$ cat src/rtl/mem_wb_stage.sv
// ============================================================================
// Module      : mem_wb_stage
// Description : Consumer end of the EX/MEM pipeline register. Performs the
//               data-memory access over a req/ack handshake, stalls the
//               upstream stages while an access is outstanding and registers
//               the write-back bundle (MEM_WB_*) for the WB stage.
//               Optional feature macro: MEM_WB_TIMEOUT_EN (WAIT-state
//               watchdog that abandons an unacknowledged access and raises
//               the sticky mem_err flag).
// Revision    : 1.0 - initial release
// ============================================================================
`default_nettype none

module mem_wb_stage #(
  parameter int DATA_W  = 8,
  parameter int INSTR_W = 19,
  parameter int TIMEOUT = 15
) (
  input  logic               clk,
  input  logic               reset,

  // EX/MEM bundle from the previous stage
  input  logic [DATA_W-1:0]  EX_MEM_alu_out,
  input  logic [DATA_W-1:0]  EX_MEM_B,
  input  logic [DATA_W-1:0]  EX_MEM_shift_out,
  input  logic               EX_MEM_mem_write,
  input  logic               EX_MEM_reg_write,
  input  logic [INSTR_W-1:0] EX_MEM_instruction,
  input  logic [1:0]         EX_MEM_reg_write_mux,

  // Data-memory handshake
  output logic               dmem_req,
  output logic               dmem_we,
  output logic [DATA_W-1:0]  dmem_addr,
  output logic [DATA_W-1:0]  dmem_wdata,
  input  logic [DATA_W-1:0]  dmem_rdata,
  input  logic               dmem_ack,

  // Pipeline control / status
  output logic               mem_stall,
  output logic               mem_err,

  // MEM/WB bundle towards the WB stage
  output logic [DATA_W-1:0]  MEM_WB_alu_out,
  output logic [DATA_W-1:0]  MEM_WB_mem_data,
  output logic [DATA_W-1:0]  MEM_WB_shift_out,
  output logic               MEM_WB_reg_write,
  output logic [1:0]         MEM_WB_reg_write_mux,
  output logic [INSTR_W-1:0] MEM_WB_instruction
);

  // --------------------------------------------------------------------------
  // Constants
  // --------------------------------------------------------------------------
  localparam logic [0:0] S_IDLE  = 1'b0;
  localparam logic [0:0] S_WAIT  = 1'b1;

  // Write-back source encoding: 01 selects memory data (i.e. a load)
  localparam logic [1:0] MUX_MEM = 2'b01;

  // --------------------------------------------------------------------------
  // State and next-state
  // --------------------------------------------------------------------------
  logic [0:0]         state_q, state_d;

  // Memory-port registers: held stable for the whole WAIT phase
  logic               req_q,   req_d;
  logic               we_q,    we_d;
  logic [DATA_W-1:0]  addr_q,  addr_d;
  logic [DATA_W-1:0]  wdata_q, wdata_d;

  // Write-back bundle registers
  logic [DATA_W-1:0]  wb_alu_q,   wb_alu_d;
  logic [DATA_W-1:0]  wb_mdata_q, wb_mdata_d;
  logic [DATA_W-1:0]  wb_shift_q, wb_shift_d;
  logic               wb_rw_q,    wb_rw_d;
  logic [1:0]         wb_mux_q,   wb_mux_d;
  logic [INSTR_W-1:0] wb_instr_q, wb_instr_d;

  // Combinational helpers
  logic               w_mem_op;    // current EX/MEM instruction touches memory
  logic               w_is_load;   // current EX/MEM instruction is a load
  logic               w_timeout;   // watchdog expires this WAIT cycle
  logic               w_wb_load;   // capture EX/MEM into MEM/WB (else bubble)
  logic               w_stall;

  // A store or a load needs the memory; mux 11 is an ALU alias, not a load
  assign w_is_load = (EX_MEM_reg_write_mux == MUX_MEM);
  assign w_mem_op  = EX_MEM_mem_write | w_is_load;

  // --------------------------------------------------------------------------
  // Optional WAIT-state watchdog
  // --------------------------------------------------------------------------
`ifdef MEM_WB_TIMEOUT_EN
  // Counter holds (WAIT cycle index - 1), so it only needs to reach TIMEOUT-1
  localparam int CNT_W = (TIMEOUT < 2) ? 1 : $clog2(TIMEOUT);

  logic [CNT_W-1:0] cnt_q, cnt_d;
  logic             err_q, err_d;

  // Expires on the TIMEOUT-th WAIT cycle; a same-cycle ack takes priority
  assign w_timeout = (state_q == S_WAIT) && !dmem_ack &&
                     (cnt_q == CNT_W'(TIMEOUT - 1));

  // Count WAIT cycles; restart from zero on every WAIT entry
  always_comb begin
    cnt_d = cnt_q;
    if (state_q == S_IDLE) begin
      cnt_d = '0;
    end else if (!dmem_ack && !w_timeout) begin
      cnt_d = cnt_q + CNT_W'(1);
    end
  end

  // Error flag is sticky until reset
  always_comb begin
    err_d = err_q | w_timeout;
  end

  // Watchdog state registers
  always_ff @(posedge clk or negedge reset) begin
    if (!reset) begin
      cnt_q <= '0;
      err_q <= 1'b0;
    end else begin
      cnt_q <= cnt_d;
      err_q <= err_d;
    end
  end

  assign mem_err = err_q;
`else
  // Without the watchdog the parameter has no effect; WAIT is held forever
  localparam int unused_timeout = TIMEOUT;

  assign w_timeout = 1'b0;
  assign mem_err   = 1'b0;
`endif

  // --------------------------------------------------------------------------
  // Control FSM and memory-port next state
  // --------------------------------------------------------------------------
  // Sequence IDLE -> WAIT -> IDLE around each memory access
  always_comb begin
    state_d   = state_q;
    req_d     = req_q;
    we_d      = we_q;
    addr_d    = addr_q;
    wdata_d   = wdata_q;
    w_wb_load = 1'b0;
    w_stall   = 1'b0;

    case (state_q)
      S_IDLE: begin
        // dmem_ack is deliberately ignored here
        if (w_mem_op) begin
          w_stall = 1'b1;
          state_d = S_WAIT;
          req_d   = 1'b1;
          we_d    = EX_MEM_mem_write;
          addr_d  = EX_MEM_alu_out;
          wdata_d = EX_MEM_B;
        end else begin
          w_wb_load = 1'b1;
        end
      end

      S_WAIT: begin
        if (dmem_ack) begin
          // Access complete: release upstream and retire the instruction
          state_d   = S_IDLE;
          req_d     = 1'b0;
          we_d      = 1'b0;
          w_wb_load = 1'b1;
        end else if (w_timeout) begin
          // Abandon the access; the instruction is dropped as a bubble
          state_d = S_IDLE;
          req_d   = 1'b0;
          we_d    = 1'b0;
        end else begin
          w_stall = 1'b1;
        end
      end

      default: begin
        state_d = S_IDLE;
        req_d   = 1'b0;
        we_d    = 1'b0;
      end
    endcase
  end

  // --------------------------------------------------------------------------
  // Write-back bundle next state
  // --------------------------------------------------------------------------
  // Pass EX/MEM through when retiring, otherwise insert an all-zero bubble.
  // A load can only retire from WAIT, so rdata is always the acked data here.
  always_comb begin
    wb_alu_d   = '0;
    wb_mdata_d = '0;
    wb_shift_d = '0;
    wb_rw_d    = 1'b0;
    wb_mux_d   = 2'b00;
    wb_instr_d = '0;
    if (w_wb_load) begin
      wb_alu_d   = EX_MEM_alu_out;
      wb_mdata_d = w_is_load ? dmem_rdata : '0;
      wb_shift_d = EX_MEM_shift_out;
      wb_rw_d    = EX_MEM_reg_write;
      wb_mux_d   = EX_MEM_reg_write_mux;
      wb_instr_d = EX_MEM_instruction;
    end
  end

  // --------------------------------------------------------------------------
  // Registers
  // --------------------------------------------------------------------------
  // FSM and memory-port registers; async reset drops dmem_req immediately
  always_ff @(posedge clk or negedge reset) begin
    if (!reset) begin
      state_q <= S_IDLE;
      req_q   <= 1'b0;
      we_q    <= 1'b0;
      addr_q  <= '0;
      wdata_q <= '0;
    end else begin
      state_q <= state_d;
      req_q   <= req_d;
      we_q    <= we_d;
      addr_q  <= addr_d;
      wdata_q <= wdata_d;
    end
  end

  // MEM/WB pipeline register, updated every cycle
  always_ff @(posedge clk or negedge reset) begin
    if (!reset) begin
      wb_alu_q   <= '0;
      wb_mdata_q <= '0;
      wb_shift_q <= '0;
      wb_rw_q    <= 1'b0;
      wb_mux_q   <= 2'b00;
      wb_instr_q <= '0;
    end else begin
      wb_alu_q   <= wb_alu_d;
      wb_mdata_q <= wb_mdata_d;
      wb_shift_q <= wb_shift_d;
      wb_rw_q    <= wb_rw_d;
      wb_mux_q   <= wb_mux_d;
      wb_instr_q <= wb_instr_d;
    end
  end

  // --------------------------------------------------------------------------
  // Outputs
  // --------------------------------------------------------------------------
  assign mem_stall            = w_stall;

  assign dmem_req             = req_q;
  assign dmem_we              = we_q;
  assign dmem_addr            = addr_q;
  assign dmem_wdata           = wdata_q;

  assign MEM_WB_alu_out       = wb_alu_q;
  assign MEM_WB_mem_data      = wb_mdata_q;
  assign MEM_WB_shift_out     = wb_shift_q;
  assign MEM_WB_reg_write     = wb_rw_q;
  assign MEM_WB_reg_write_mux = wb_mux_q;
  assign MEM_WB_instruction   = wb_instr_q;

endmodule

`default_nettype wire

$ cat config.mk
export PLATFORM = sky130hd
export DESIGN_NAME = mem_wb_stage
export DESIGN_NICKNAME = d
export VERILOG_FILES = /design/src/rtl/mem_wb_stage.sv
export SDC_FILE = /design/constraint.sdc
export NUM_CORES = 1
export LEC_CHECK = 0
export ABC_AREA = 1
export CORE_UTILIZATION = 37
export DETAILED_ROUTE_END_ITERATION = 10
export PLACE_DENSITY = 0.86
export SLEW_MARGIN = 20
export SYNTH_ARGS = -nofsm -noshare
export SYNTH_HDL_FRONTEND = slang
export SYNTH_SLANG_ARGS = --single-unit
$ cat constraint.sdc
create_clock -name clk -period 1.1 [get_ports clk]
set_input_delay 0.275 -clock clk [delete_from_list [all_inputs] [get_ports clk]]
set_output_delay 0.275 -clock clk [all_outputs]
set_load 0.02 [all_outputs]
==> qor.csv <==
stage,metric,value,unit
floorplanning,Initial Util,38.2,%
synthesis,Synth area leader,dfrtp_1,
critical_path,Reg2Reg Depth,8,
critical_path,reg-to-reg startpoint,state_q,
route,post-route ant nets,0,
synthesis,register area share after synthesis,62.6,%
synthesis,yosys warns,0,
worst_hold_path,class of the worst hold path,in -> reg,
final_layout,non-filler instance count after layout,504,
sta,Pins Over Slew Limit,0,
synthesis,#FFs+latches synth,65,
sta,RSZ-0062 raised after global routing,yes,
power,Combinational Power Share,40.9,%
critical_path,Crit. End Element,primary output,
critical_path,Crit path top cell by count,nand3_4,
floorplanning,DIE AREA,7360,um^2
place,RD Place Congestion,0.797,
grt,gr ovfl total,0,
floorplanning,Die Wd,85.8,um
clock_tree,clk_lat worst skew,0.33,ns
critical_path,beginning of the critical path,state_q,
clock_tree,TritonCTS clock tree,done,
synthesis,Synth area leaders,"dfrtp_1 (63%), nor2_4 (13%), nand3_1 (6.6%)",
critical_path,WS Path Type,reg -> out,
route,routed wl met3,488,um
route,drt first pass iters,4,
route,routed length on met2,3.58,mm
route,residual DRC count,0,
route,top layer in use,met4,
synthesis,Cells after Synth,231,
route,WL met1,2.72,mm
place,dpl cell area,4040,um^2
critical_path,crit path cell chain,inv_4 > nand3_4 > nand3_4 > buf_6,
final_layout,"Non-Filler Cell Area, Final",4790,um^2
critical_path,slowest cell on the critical path,dfrtp_1,
synthesis,most frequent cells after synthesis,"dfrtp_1 (65), inv_1 (41), nand3_1 (34)",
power,Tot Pwr,8.96,mW
synthesis,Yosys top cell area share,62.6,%
synthesis,Synthesized Nets,289,
route,routed wire length,6.90,mm
floorplanning,die height,85.8,um
sta,Final period util,128,%
route,routed vias/inst,4.30,
floorplanning,io pins,124,
sta,Fin. Hold Viols,0,
final_layout,final antenna diode count,0,
route,wire per inst,13.7,um
clock_tree,Clk Tree Root Cell,clkbuf_8,
flow_run,max cap viols,0,
critical_path,CP required,0.82,ns
synthesis,ys flop type,dfrtp_1,
sta,clk_skew,0.00485,ns
final_layout,"Core Util, Final",70.6,%
final_layout,layout net count,461,
floorplanning,Placeable Area,6790,um^2
synthesis,"count leader, synth",dfrtp_1,
floorplanning,Cell Rows,30,
critical_path,r2r setup slk,-0.27,ns
power,clock network fraction of total power,25.0,%
grt,GRT Total Usage,18.9,%
final_layout,area grow syn2layout,84.6,%
synthesis,post-synthesis async set-or-reset flop share,100,%
place,placed cells,460,
sta,Finish-stage setup viols,110,
critical_path,crit start category,register,
grt,antenna violations before repair,0,
clock_tree,"Reg clk slew, reported paths",0.07,ns
outcome,failing checks,setup timing,
sta,setup ws final,-0.313,ns
power,sw frac,30.8,%
grt,first-pass GRT wire length,10.4,mm
grt,largest net degree at the start of global routing,66,
power,PD cells,1870,nW/um^2
synthesis,Post-Syn Area,2600,um^2
sta,Min Hold Slack,0.475,ns
synthesis,Synth Area per Inst,11.2,um^2
route,vias,2167,
power,Flop pwr share,34.2,%
outcome,status,"finished, violations left",
critical_path,"slowest stage delay, CP",0.43,ns
critical_path,reg2reg end,MEM_WB_mem_data[6],
synthesis,Unique masters post-synth,16,
final_layout,layout cells sized above 1,42.9,%
power,NetSw,2.76,mW
clock_tree,clock tree sinks,65,
critical_path,Worst Path Arrival,1.14,ns
synthesis,number of synthesized flops with an enable pin,0,
critical_path,worst-path fanout max,4,
grt,vias in the first global route,2133,
sta,crit path time final,1.41,ns
power,LEAKAGE,2.41,nW
critical_path,crit path to,mem_stall,
final_layout,fillers,470,
clock_tree,H-tree depth,3,
clock_tree,TritonCTS Buffers,9,
place,Port Buf Inserts,122,
clock_tree,Max clock buf depth,2,
place,hpwl dp,4.16,mm
power,Int Pwr,6.20,mW
power,peak supply drop,0.000849,V
sta,Fmax achieved,0.708,GHz
route,Starting DRT DRC Count,48,
## per-layer routing
layer / GRT usage (%) / vias up
met5: 0 / -
met4: 8.03 / 0
met1: 21.8 / 1019
met3: 5.20 / 11
li1: - / 1033
met2: 33.1 / 104
## stage by stage
step                      setup TNS, ns  setup WS (ns)
after floorplan                   -2.49        -0.0806
after global placement           -37.68         -0.766
after detailed placement         -39.47         -0.759
after CTS                        -11.75         -0.323
after global routing             -17.50         -0.372
final                            -12.85         -0.313
## cell type report
class                           count  area, um^2  area share [%]
Inverter                           42         160            3.34
Sequential cell                    65        1630            33.9
Clock buffer                       14         163            3.39
Multi-Input combinational cell    114         788            16.4
Clock inverter                      2        60.1            1.25
Tap cell                           96         120            2.51
Timing Repair Buffer              171        1880            39.1
## worst min path at each step
| stage | from | end | slack [ns] | cells after the start |
|---|---|---|---|---|
| floorplan | reset | MEM_WB_alu_out[0] | -0.02 | 0 |
| global placement | reset | MEM_WB_instruction[3] | 0.31 | 2 |
| detailed placement | reset | MEM_WB_instruction[4] | 0.32 | 2 |
| CTS | EX_MEM_reg_write | MEM_WB_reg_write | 0.45 | 3 |
| global route | dmem_rdata[4] | MEM_WB_mem_data[4] | 0.48 | 3 |
| finish | dmem_rdata[4] | MEM_WB_mem_data[4] | 0.47 | 3 |
## power groups by stage
stage | logic (mW) | clock network (mW) | registers [mW]
6_report | 3.66 | 2.24 | 3.06
5_1_grt | 3.87 | 2.41 | 3.09
4_1_cts | 3.35 | 2.32 | 3.06
3_5_place_dp | 2.76 | 0 | 3.02
3_3_place_gp | 2.71 | 0 | 3.00
2_1_floorplan | 0.871 | 0 | 3.52
## state kept, by name, summed over array words and instances, names as in the netlist, 2 cells and up
name	count
MEM_WB_reg_write_mux	2
dmem_wdata	8
MEM_WB_alu_out	8
dmem_addr	8
MEM_WB_mem_data	8
MEM_WB_instruction	19
MEM_WB_shift_out	8
## worst max-delay path, delay by kind of cell, from the launching register on
family / cells / cell delay (ns)
AND/OR/NAND/NOR: 2 / 0.16
flip-flops: 1 / 0.43
buffers and inverters: 2 / 0.23
## repair_timing
action	CTS	global route
resized for setup	407	23
hold buffers	1	0
cloned	5	3
pin swaps	0	0
endpoints found under the hold margin	65	0
endpoints found under the setup margin	127	129
buffers inserted	8	13
## cell families (layout without fill, tap and decap cells)
kind of cell           after synthesis  after routing  synth area share, %
and+or+nand+nor                    113            113                 27.7
other                                1              1                0.144
buffers and inverters               52            229                 9.54
DFF                                 65             65                 62.6
## cells in the final DEF, fill, tap and decap left out, drive strengths merged
master,count
nand3,36
buf,112
dlygate4sd3,1
clkdlybuf4s50,56
clkbuf,16
nor2,46
nand2,31
dfrtp,65
bufinv,2
conb,1
inv,42
No activity file was read; power rests on OpenSTA's default activity.
